--- src/rtl/control_filtro_pb_pkg.sv ---
// Shared types and constants for the biquad low-pass sequencer: state encoding,
// operand-mux codes and the decoded control word.
package control_filtro_pb_pkg;

  typedef enum logic [3:0] {
    StIdle  = 4'd0,
    StShift = 4'd1,
    StM1    = 4'd2,
    StM2    = 4'd3,
    StM3    = 4'd4,
    StM4    = 4'd5,
    StM5    = 4'd6,
    StM6    = 4'd7,
    StM7    = 4'd8,
    StDone  = 4'd9
  } estado_e;

  // Multiplicand select
  localparam logic [2:0] S_FK  = 3'd0;
  localparam logic [2:0] S_FK1 = 3'd1;
  localparam logic [2:0] S_FK2 = 3'd2;
  localparam logic [2:0] S_UK  = 3'd3;

  // Coefficient select
  localparam logic [1:0] C_A1 = 2'd0;
  localparam logic [1:0] C_A2 = 2'd1;
  localparam logic [1:0] C_G  = 2'd2;
  localparam logic [1:0] C_B0 = 2'd3;

  // Addend select
  localparam logic [2:0] Z_CERO = 3'd0;
  localparam logic [2:0] Z_AC1  = 3'd1;
  localparam logic [2:0] Z_AC2  = 3'd2;
  localparam logic [2:0] Z_AC3  = 3'd3;
  localparam logic [2:0] Z_YK   = 3'd4;

  typedef struct packed {
    logic [7:1] en;
    logic [2:0] sel_s;
    logic [1:0] sel_c;
    logic [2:0] sel_z;
    logic       busy;
    logic       done;
  } ctrl_t;

endpackage

--- src/rtl/control_filtro_pb_decodpasos.sv ---
// Combinational microprogram decoder: maps the sequencer state onto register
// enables, operand-mux selects and the busy/done status.
module control_filtro_pb_decodpasos
  import control_filtro_pb_pkg::*;
(
  input  estado_e i_estado,
  output ctrl_t   o_ctrl
);

  always_comb begin
    o_ctrl = '0;
    unique case (i_estado)
      StShift: begin
        // F2 <- F1 and F1 <- F happen on the same edge
        o_ctrl.en[3] = 1'b1;
        o_ctrl.en[4] = 1'b1;
        o_ctrl.busy  = 1'b1;
      end
      StM1: begin
        o_ctrl.en[5] = 1'b1;
        o_ctrl.sel_s = S_FK1;
        o_ctrl.sel_c = C_A1;
        o_ctrl.sel_z = Z_CERO;
        o_ctrl.busy  = 1'b1;
      end
      StM2: begin
        o_ctrl.en[6] = 1'b1;
        o_ctrl.sel_s = S_FK2;
        o_ctrl.sel_c = C_A2;
        o_ctrl.sel_z = Z_AC1;
        o_ctrl.busy  = 1'b1;
      end
      StM3: begin
        o_ctrl.en[2] = 1'b1;
        o_ctrl.sel_s = S_UK;
        o_ctrl.sel_c = C_G;
        o_ctrl.sel_z = Z_AC2;
        o_ctrl.busy  = 1'b1;
      end
      StM4: begin
        o_ctrl.en[7] = 1'b1;
        o_ctrl.sel_s = S_FK;
        o_ctrl.sel_c = C_B0;
        o_ctrl.sel_z = Z_CERO;
        o_ctrl.busy  = 1'b1;
      end
      StM5: begin
        o_ctrl.en[5] = 1'b1;
        o_ctrl.sel_s = S_FK1;
        o_ctrl.sel_c = C_B0;
        o_ctrl.sel_z = Z_AC3;
        o_ctrl.busy  = 1'b1;
      end
      StM6: begin
        o_ctrl.en[6] = 1'b1;
        o_ctrl.sel_s = S_FK1;
        o_ctrl.sel_c = C_B0;
        o_ctrl.sel_z = Z_AC1;
        o_ctrl.busy  = 1'b1;
      end
      StM7: begin
        o_ctrl.en[1] = 1'b1;
        o_ctrl.sel_s = S_FK2;
        o_ctrl.sel_c = C_B0;
        o_ctrl.sel_z = Z_AC2;
        o_ctrl.busy  = 1'b1;
      end
      StDone: o_ctrl.done = 1'b1;
      default: o_ctrl = '0;
    endcase
  end

endmodule

--- src/rtl/control_filtro_pb.sv ---
// Biquad low-pass sequencer: IDLE until a tick, then an 8-cycle shift/compute
// microprogram ending in a DONE pulse. FILTRO_OVERRUN_EN builds dropped-tick detection.
module control_filtro_pb
  import control_filtro_pb_pkg::*;
(
  input  logic       i_clk,
  input  logic       i_rst_n,
  input  logic       i_tick,
  output logic       o_en1,
  output logic       o_en2,
  output logic       o_en3,
  output logic       o_en4,
  output logic       o_en5,
  output logic       o_en6,
  output logic       o_en7,
  output logic [2:0] o_selmux_s,
  output logic [1:0] o_selmux_c,
  output logic [2:0] o_selmux_z,
  output logic       o_busy,
  output logic       o_done,
  output logic       o_overrun
);

  estado_e r_estado;
  estado_e w_estado_sig;
  ctrl_t   w_ctrl;

  always_ff @(posedge i_clk or negedge i_rst_n) begin
    if (!i_rst_n) begin
      r_estado <= StIdle;
    end else begin
      r_estado <= w_estado_sig;
    end
  end

  always_comb begin
    w_estado_sig = r_estado;
    unique case (r_estado)
      StIdle:  if (i_tick) w_estado_sig = StShift;
      StShift: w_estado_sig = StM1;
      StM1:    w_estado_sig = StM2;
      StM2:    w_estado_sig = StM3;
      StM3:    w_estado_sig = StM4;
      StM4:    w_estado_sig = StM5;
      StM5:    w_estado_sig = StM6;
      StM6:    w_estado_sig = StM7;
      StM7:    w_estado_sig = StDone;
      // A tick in DONE starts the next sample with no IDLE gap
      StDone:  w_estado_sig = i_tick ? StShift : StIdle;
      default: w_estado_sig = StIdle;
    endcase
  end

  control_filtro_pb_decodpasos u_decodpasos (
    .i_estado (r_estado),
    .o_ctrl   (w_ctrl)
  );

  assign o_en1      = w_ctrl.en[1];
  assign o_en2      = w_ctrl.en[2];
  assign o_en3      = w_ctrl.en[3];
  assign o_en4      = w_ctrl.en[4];
  assign o_en5      = w_ctrl.en[5];
  assign o_en6      = w_ctrl.en[6];
  assign o_en7      = w_ctrl.en[7];
  assign o_selmux_s = w_ctrl.sel_s;
  assign o_selmux_c = w_ctrl.sel_c;
  assign o_selmux_z = w_ctrl.sel_z;
  assign o_busy     = w_ctrl.busy;
  assign o_done     = w_ctrl.done;

`ifdef FILTRO_OVERRUN_EN
  logic r_overrun;

  // busy spans exactly SHIFT..M7, the window in which a tick is dropped
  always_ff @(posedge i_clk or negedge i_rst_n) begin
    if (!i_rst_n) begin
      r_overrun <= 1'b0;
    end else if (i_tick && w_ctrl.busy) begin
      r_overrun <= 1'b1;
    end
  end

  assign o_overrun = r_overrun;
`else
  assign o_overrun = 1'b0;
`endif

endmodule

--- config.mk ---
export PLATFORM = sky130hd
export DESIGN_NAME = control_filtro_pb
export DESIGN_NICKNAME = d
export VERILOG_FILES = /design/src/rtl/control_filtro_pb_pkg.sv /design/src/rtl/control_filtro_pb_decodpasos.sv /design/src/rtl/control_filtro_pb.sv
export SDC_FILE = /design/constraint.sdc
export NUM_CORES = 1
export LEC_CHECK = 0
export ABC_CLOCK_PERIOD_IN_PS = 4050
export CAP_MARGIN = 30
export CORE_AREA = 2 2 39 41
export CTS_CLUSTER_DIAMETER = 30
export DETAILED_ROUTE_END_ITERATION = 8
export DIE_AREA = 0 0 41 43
export MAX_ROUTING_LAYER = met4
export PLACE_DENSITY = 0.71
export SLEW_MARGIN = 5
export SYNTH_ARGS = -nofsm -noshare
export SYNTH_HDL_FRONTEND = slang
export SYNTH_SLANG_ARGS = --single-unit
--- constraint.sdc ---
create_clock -name i_clk -period 4.05 [get_ports i_clk]
set_clock_uncertainty 0.15 [all_clocks]
set_input_delay 0.81 -clock i_clk [delete_from_list [all_inputs] [get_ports i_clk]]
set_output_delay 0.81 -clock i_clk [all_outputs]
set_load 0.02 [all_outputs]
==> impl_metrics.toml, run 1 <==
[cts]
cts_buffer_depth = 2
cts.htree.levels = 1
cts_resized = 0
cts-root-buf = "clkbuf_4"
cts_buffers = 3
worstSkewPairLatency_ns = 0.23
clock-sinks = 4
cts_setup_buffers = 0
cts_tree = "yes"
cts-hold-fix-buffers = 0
clkTransAtPathRegs_ns = 0.04

[floorplan]
die_h_um = 43
core-area_um2 = 1384
ioPinCount = 21
fp-row-count = 14
die_w_um = 41
start_util_pct = 26.13
die-area_um2 = 1763

[job]
max-cap-violations = 0

[global_routing]
grt_pass1_vias = 308
grt_first_pass_wirelength_um = 1207
antenna_found_initial = 0
track_usage_pct = 10.85
overflow = 0
grt_max_degree = 15

[detailed_routing]
detail-route-antenna-nets = 0
wl_met2_um = 420
highest_layer = "met4"
viasPerCell = 4.613
wl_per_cell_um = 9.913
drt_iter0_drc = 3
wl_met1_um = 301
dr.pass1.iters = 2
route.met3.wl_um = 53
dr_total_vias = 369
drt-total-wl_um = 793
drc_errors = 0

[power_and_ir_drop]
p_leak_nw = 0.2226
peakVddDrop_v = 0.0004092
p_switching_mw = 0.2808
clkPwrFrac_pct = 8.5
internal_power_mw = 0.2957
finalPower_mw = 0.5765
power_density_nw_per_um2 = 1084
switching_share_pct = 48.71
p_seq_share_pct = 20.7
combPwrFrac_pct = 70.8

[cells_and_area]
reg_top3 = "r_estado: 4 flops"
layout.nets = 69
area_growth_syn_to_layout_pct = 47.06
drive_gt1_share_pct = 10.94
largest_reg_flops = 4
n_antenna_cell = 0
regMostFlops = "r_estado"

[min_path]
hold_class = "reg -> reg"

[yosys]
synth-simple-area-share_pct = 30.10
netlist_instances = 50
avgSynthCellArea_um2 = 7.232
synthAdderAreaFrac_pct = 0
yosysSeqAreaShare_pct = 27.68
yosysWarnings = 0
synth_cell_types = 23
synth_top_family_by_area = "simple AND/OR/NAND/NOR gates"
synth.area.mux_share_pct = 0
synth-xor-area-share_pct = 4.844
ys_ff_latch = 4
synth-compound-area-share_pct = 19.03
netlist_area_um2 = 361.6

[worst_setup_path]
crit_fanout = 12
crit_family = "buffers and inverters"
critPathRequiredTime_ns = 3.09
setup.worst_path.class = "reg -> out"
crit_buf_inv = 2
worstPathArrival_ns = 2.13
path_cells = "nand2b_2 -> or3_4 -> clkinv_2 -> a311o_1 -> clkdlybuf4s50_1"
end_kind = "output pin"
slowest_delay_ns = 0.60
crit_slowest_cell = "clkdlybuf4s50_1"
start_kind = "flip-flop"

[timing]
whs_ns = 0.5229
finalSetupViolCount = 0
final_hold_viol_count = 0
rsz0062_at_grt = "no"
post-route-min-period_ns = 3.092
fin_setup_tns_ns = 0
slew_violations = 0
fmax_mhz = 323.5
fin_crit_sh_pct = 76.34

[placed_design]
gp_congestion = 0.7496
port_buffers = 17
place_hpwl_um = 573.1

[run_status]
status = "finished, final reports clean"
through the flow:
stage / setup WS [ns] / util (%) / instance area, µm² / cells
finish: 0.9584 / 38.43 / 531.8 / 80
global route: 0.8671 / 38.43 / 531.8 / 80
CTS: 0.9372 / 38.43 / 531.8 / 80
detailed placement: 1.196 / 36.80 / 509.2 / 77
global placement: 1.209 / 36.80 / 509.2 / 77
floorplan: 1.601 / - / 369.1 / 52
layer usage:
metal	vias up	GRT usage, %
met1	167	10.10
met2	12	16.56
li1	188	-
met4	0	12.00
met5	-	-
met3	2	1.571
cell usage after synthesis:
cell      n  area [µm²]
and3_1    1       6.260
o31ai_1   1       7.510
conb_1    1       3.750
xor2_1    1       8.760
nor2_1    6       22.52
or3_4     1       11.26
nand2b_1  1       6.260
dfrtp_1   4       100.1
nand2_1   6       22.52
o21ai_0   3       15.01
inv_1     2       7.510
buf_2     4       20.02
clkinv_2  1       5.000
xnor2_1   1       8.760
buf_4     4       30.03
or4_1     1       7.510
a211o_1   1       8.760
o21a_1    1       7.510
nor3_1    3       15.01
o21ai_1   1       5.000
a21oi_1   3       15.01
a311o_1   1       10.01
nand2b_2  2       17.52
power groups by stage:
stage               clock network (mW)  registers (mW)  logic [mW]
floorplan                            0          0.0706       0.297
global placement                     0           0.119       0.409
detailed placement                   0           0.121       0.410
CTS                             0.0512           0.121       0.413
global route                    0.0545           0.126       0.440
finish                          0.0492           0.119       0.408
cell families after synthesis:
group / Yosys count
AOI/OAI and AO/OA: 11
and+or+nand+nor: 21
buffers and inverters: 11
other: 1
DFF: 4
xor gates and xnor gates: 2
area by class of cell:
cell class	count	area (µm²)
fill	156	852.1
tap	16	20.02
sequential	4	100.1
inverter	3	12.51
timing repair buffer	17	170.2
multi-input combinational	37	206.4
clock buffer	3	22.52
placed cells by master, fill, tap and decap left out, drive strengths merged, types with 2 or more instances in the layout:
master         count
a21oi              3
clkbuf             3
clkdlybuf4s50     17
conb               3
dfrtp              4
inv                2
nand2              6
nand2b             3
nor2               6
nor3               3
o21ai              4
worst register-to-register path: cells and delay by family, from the launching register on:
family,cells,cell delay [ns]
AO/OA/AOI/OAI,1,0.04
flip-flops,1,0.53
AND/OR/NAND/NOR,2,0.63
final timing paths:
check / startpoint / endpoint / slack, ns / cells past startpoint
max in group asynchronous: i_rst_n / r_estado[2]$_DFFE_PN0P_ / 2.97 / 1
setup reg to reg: r_estado[3]$_DFFE_PN0P_ / r_estado[0]$_DFFE_PN0P_ / 2.57 / 3
min in group asynchronous: i_rst_n / r_estado[3]$_DFFE_PN0P_ / 0.62 / 1
setup / recovery: r_estado[2]$_DFFE_PN0P_ / o_selmux_c[0] / 0.96 / 5
hold reg to reg: r_estado[0]$_DFFE_PN0P_ / r_estado[0]$_DFFE_PN0P_ / 0.52 / 1
hold / removal: r_estado[0]$_DFFE_PN0P_ / r_estado[0]$_DFFE_PN0P_ / 0.52 / 1
(Power assumes the default switching activity.)
==> run 2, diff against run 1 <==
Settings changed: ABC_CLOCK_PERIOD_IN_PS 4050 to 2650, PLACE_DENSITY 0.71 to 0.73.
Clock period 4.05 ns to 2.65 ns, I/O delays scaled along.
==> run 2 against run 1 <==
Routed wire length fell by 0.38%. Worst setup slack got worse by 0.80 ns. Sequential power up 29%. Sequential share of layout area decreased by 0.31 points. First-iteration DRC count up 100%. Clock-buffer cell count unchanged. Flip-flop and latch count unchanged. Clock power grew 49%. Combinational power is 64% higher. Cell count rose by 2.5%. Design area rose by 4.2%. Critical endpoint is now o_selmux_c[1]. Largest cell class unchanged. Largest power group unchanged.
==> impl_metrics.toml, run 2 (synthesized netlist as in run 1, its figures left out) <==
[cells_and_area]
nFillCells = 145
layout_common_cells = "clkdlybuf4s50_1 (15), nor2_1 (6), nand2_1 (6)"
largest_reg_flops = 4
multi_input_area_um2 = 206.4
layout_commonest_cell = "clkdlybuf4s50_1"
regMostFlops = "r_estado"
regArea_um2 = 102.6
area_growth_syn_to_layout_pct = 53.29
layout.nets = 71
drive_gt1_share_pct = 16.67
n_antenna_cell = 0
reg_top3 = "r_estado: 4 flops"

[global_routing]
overflow = 0
grt_first_pass_wirelength_um = 1242
antenna_found_initial = 0
track_usage_pct = 10.74
grt_max_degree = 14
grt_pass1_vias = 310

[cts]
cts_buffers = 3
cts.htree.levels = 1
cts-root-buf = "clkbuf_4"
cts_resized = 0
cts_tree = "yes"
cts-hold-fix-buffers = 0
clock-sinks = 4
cts_buffer_depth = 2
worstSkewPairLatency_ns = 0.23
cts_setup_buffers = 0
clkTransAtPathRegs_ns = 0.04

[detailed_routing]
detail-route-antenna-nets = 0
viasPerCell = 4.451
dr.pass1.iters = 4
dr_total_vias = 365
drt-total-wl_um = 790
wl_per_cell_um = 9.634
drc_errors = 0
drt_iter0_drc = 6

[power_and_ir_drop]
power_density_nw_per_um2 = 1618
clkPwrFrac_pct = 8.2
p_switching_mw = 0.4297
p_seq_share_pct = 17.2
internal_power_mw = 0.4673
combPwrFrac_pct = 74.6
peakVddDrop_v = 0.0005690
p_leak_nw = 0.2562
switching_share_pct = 47.91

[timing]
fmax_mhz = 401.4
whs_ns = 0.3447
final_hold_viol_count = 0
slew_violations = 0
fin_crit_sh_pct = 94.00
rsz0062_at_grt = "no"
finalSetupViolCount = 0
fin_setup_tns_ns = 0
post-route-min-period_ns = 2.491

[floorplan]
die-area_um2 = 1763
fp-row-count = 14
start_util_pct = 26.13
ioPinCount = 21
die_w_um = 41
die_h_um = 43
core-area_um2 = 1384

[run_status]
status = "finished, final reports clean"

[placed_design]
gp_congestion = 0.7809
port_buffers = 17
place_hpwl_um = 616

[worst_setup_path]
end_kind = "output pin"
worstPathArrival_ns = 1.81
start_kind = "flip-flop"
crit_fanout = 4
critPathRequiredTime_ns = 1.97
setup.worst_path.class = "reg -> out"

[min_path]
hold_class = "in -> async"

[job]
max-cap-violations = 0
-- run 2: cell count changes in the layout (fill, tap and decap cells not counted), sizes merged --
cell / change
clkdlybuf4s50: -2
dlymetal6s2s: +2
buf: +2
-- run 2: metrics by stage --
step                instance area [µm²]  total power, mW  setup slack, ns  cells  util (%)
floorplan                         369.1           0.5622           0.4808     52         -
global placement                  524.3           0.8282           0.2888     79     37.88
detailed placement                524.3           0.8335           0.2612     79     37.88
CTS                               546.8           0.9145         0.001033     82     39.51
global route                      554.3           0.9703          0.01844     82     40.05
finish                            554.3           0.8970           0.1590     82     40.05
-- run 2: critical path, cell delays in order (launching register included) --
cell,delay (ns)
dfrtp_1,0.36
nand2b_2,0.21
or3_4,0.35
nand2_1,0.07
clkdlybuf4s50_1,0.60
-- run 2: worst paths after layout --
| kind | startpoint | end | slack (ns) | cells after the start |
|---|---|---|---|---|
| min in group i_clk | r_estado[3]$_DFFE_PN0P_ | r_estado[1]$_DFFE_PN0P_ | 0.38 | 1 |
| hold / removal | i_rst_n | r_estado[0]$_DFFE_PN0P_ | 0.34 | 1 |
| setup / recovery | r_estado[2]$_DFFE_PN0P_ | o_selmux_c[1] | 0.16 | 4 |
| hold reg to reg | r_estado[3]$_DFFE_PN0P_ | r_estado[1]$_DFFE_PN0P_ | 0.38 | 1 |
| max in group asynchronous | i_rst_n | r_estado[3]$_DFFE_PN0P_ | 1.83 | 1 |
| setup reg to reg | r_estado[3]$_DFFE_PN0P_ | r_estado[0]$_DFFE_PN0P_ | 1.14 | 4 |
-- run 2: per-layer routing --
| layer | global-route usage, % | vias to the layer above | wire length, µm |
|---|---|---|---|
| met2 | 15.63 | 11 | 407 |
| met4 | 4.000 | 0 | 0 |
| met3 | 4.712 | 0 | 53 |
| li1 | - | 191 | - |
| met1 | 12.70 | 163 | 329 |
| met5 | - | - | 0 |
-- run 2: cell type report --
class,count,area share (%)
Inverter,3,2.257
Sequential cell,4,18.51
Tap cell,16,3.612
Clock buffer,3,4.063
Timing Repair Buffer,19,34.31
Multi-Input combinational cell,37,37.25
-- run 2: power groups by stage --
stage,Sequential (mW),Clock (mW),Combinational (mW)
CTS,0.151,0.0783,0.685
global placement,0.150,0,0.678
detailed placement,0.152,0,0.682
global route,0.164,0.0844,0.722
floorplan,0.108,0,0.454
finish,0.154,0.0733,0.670
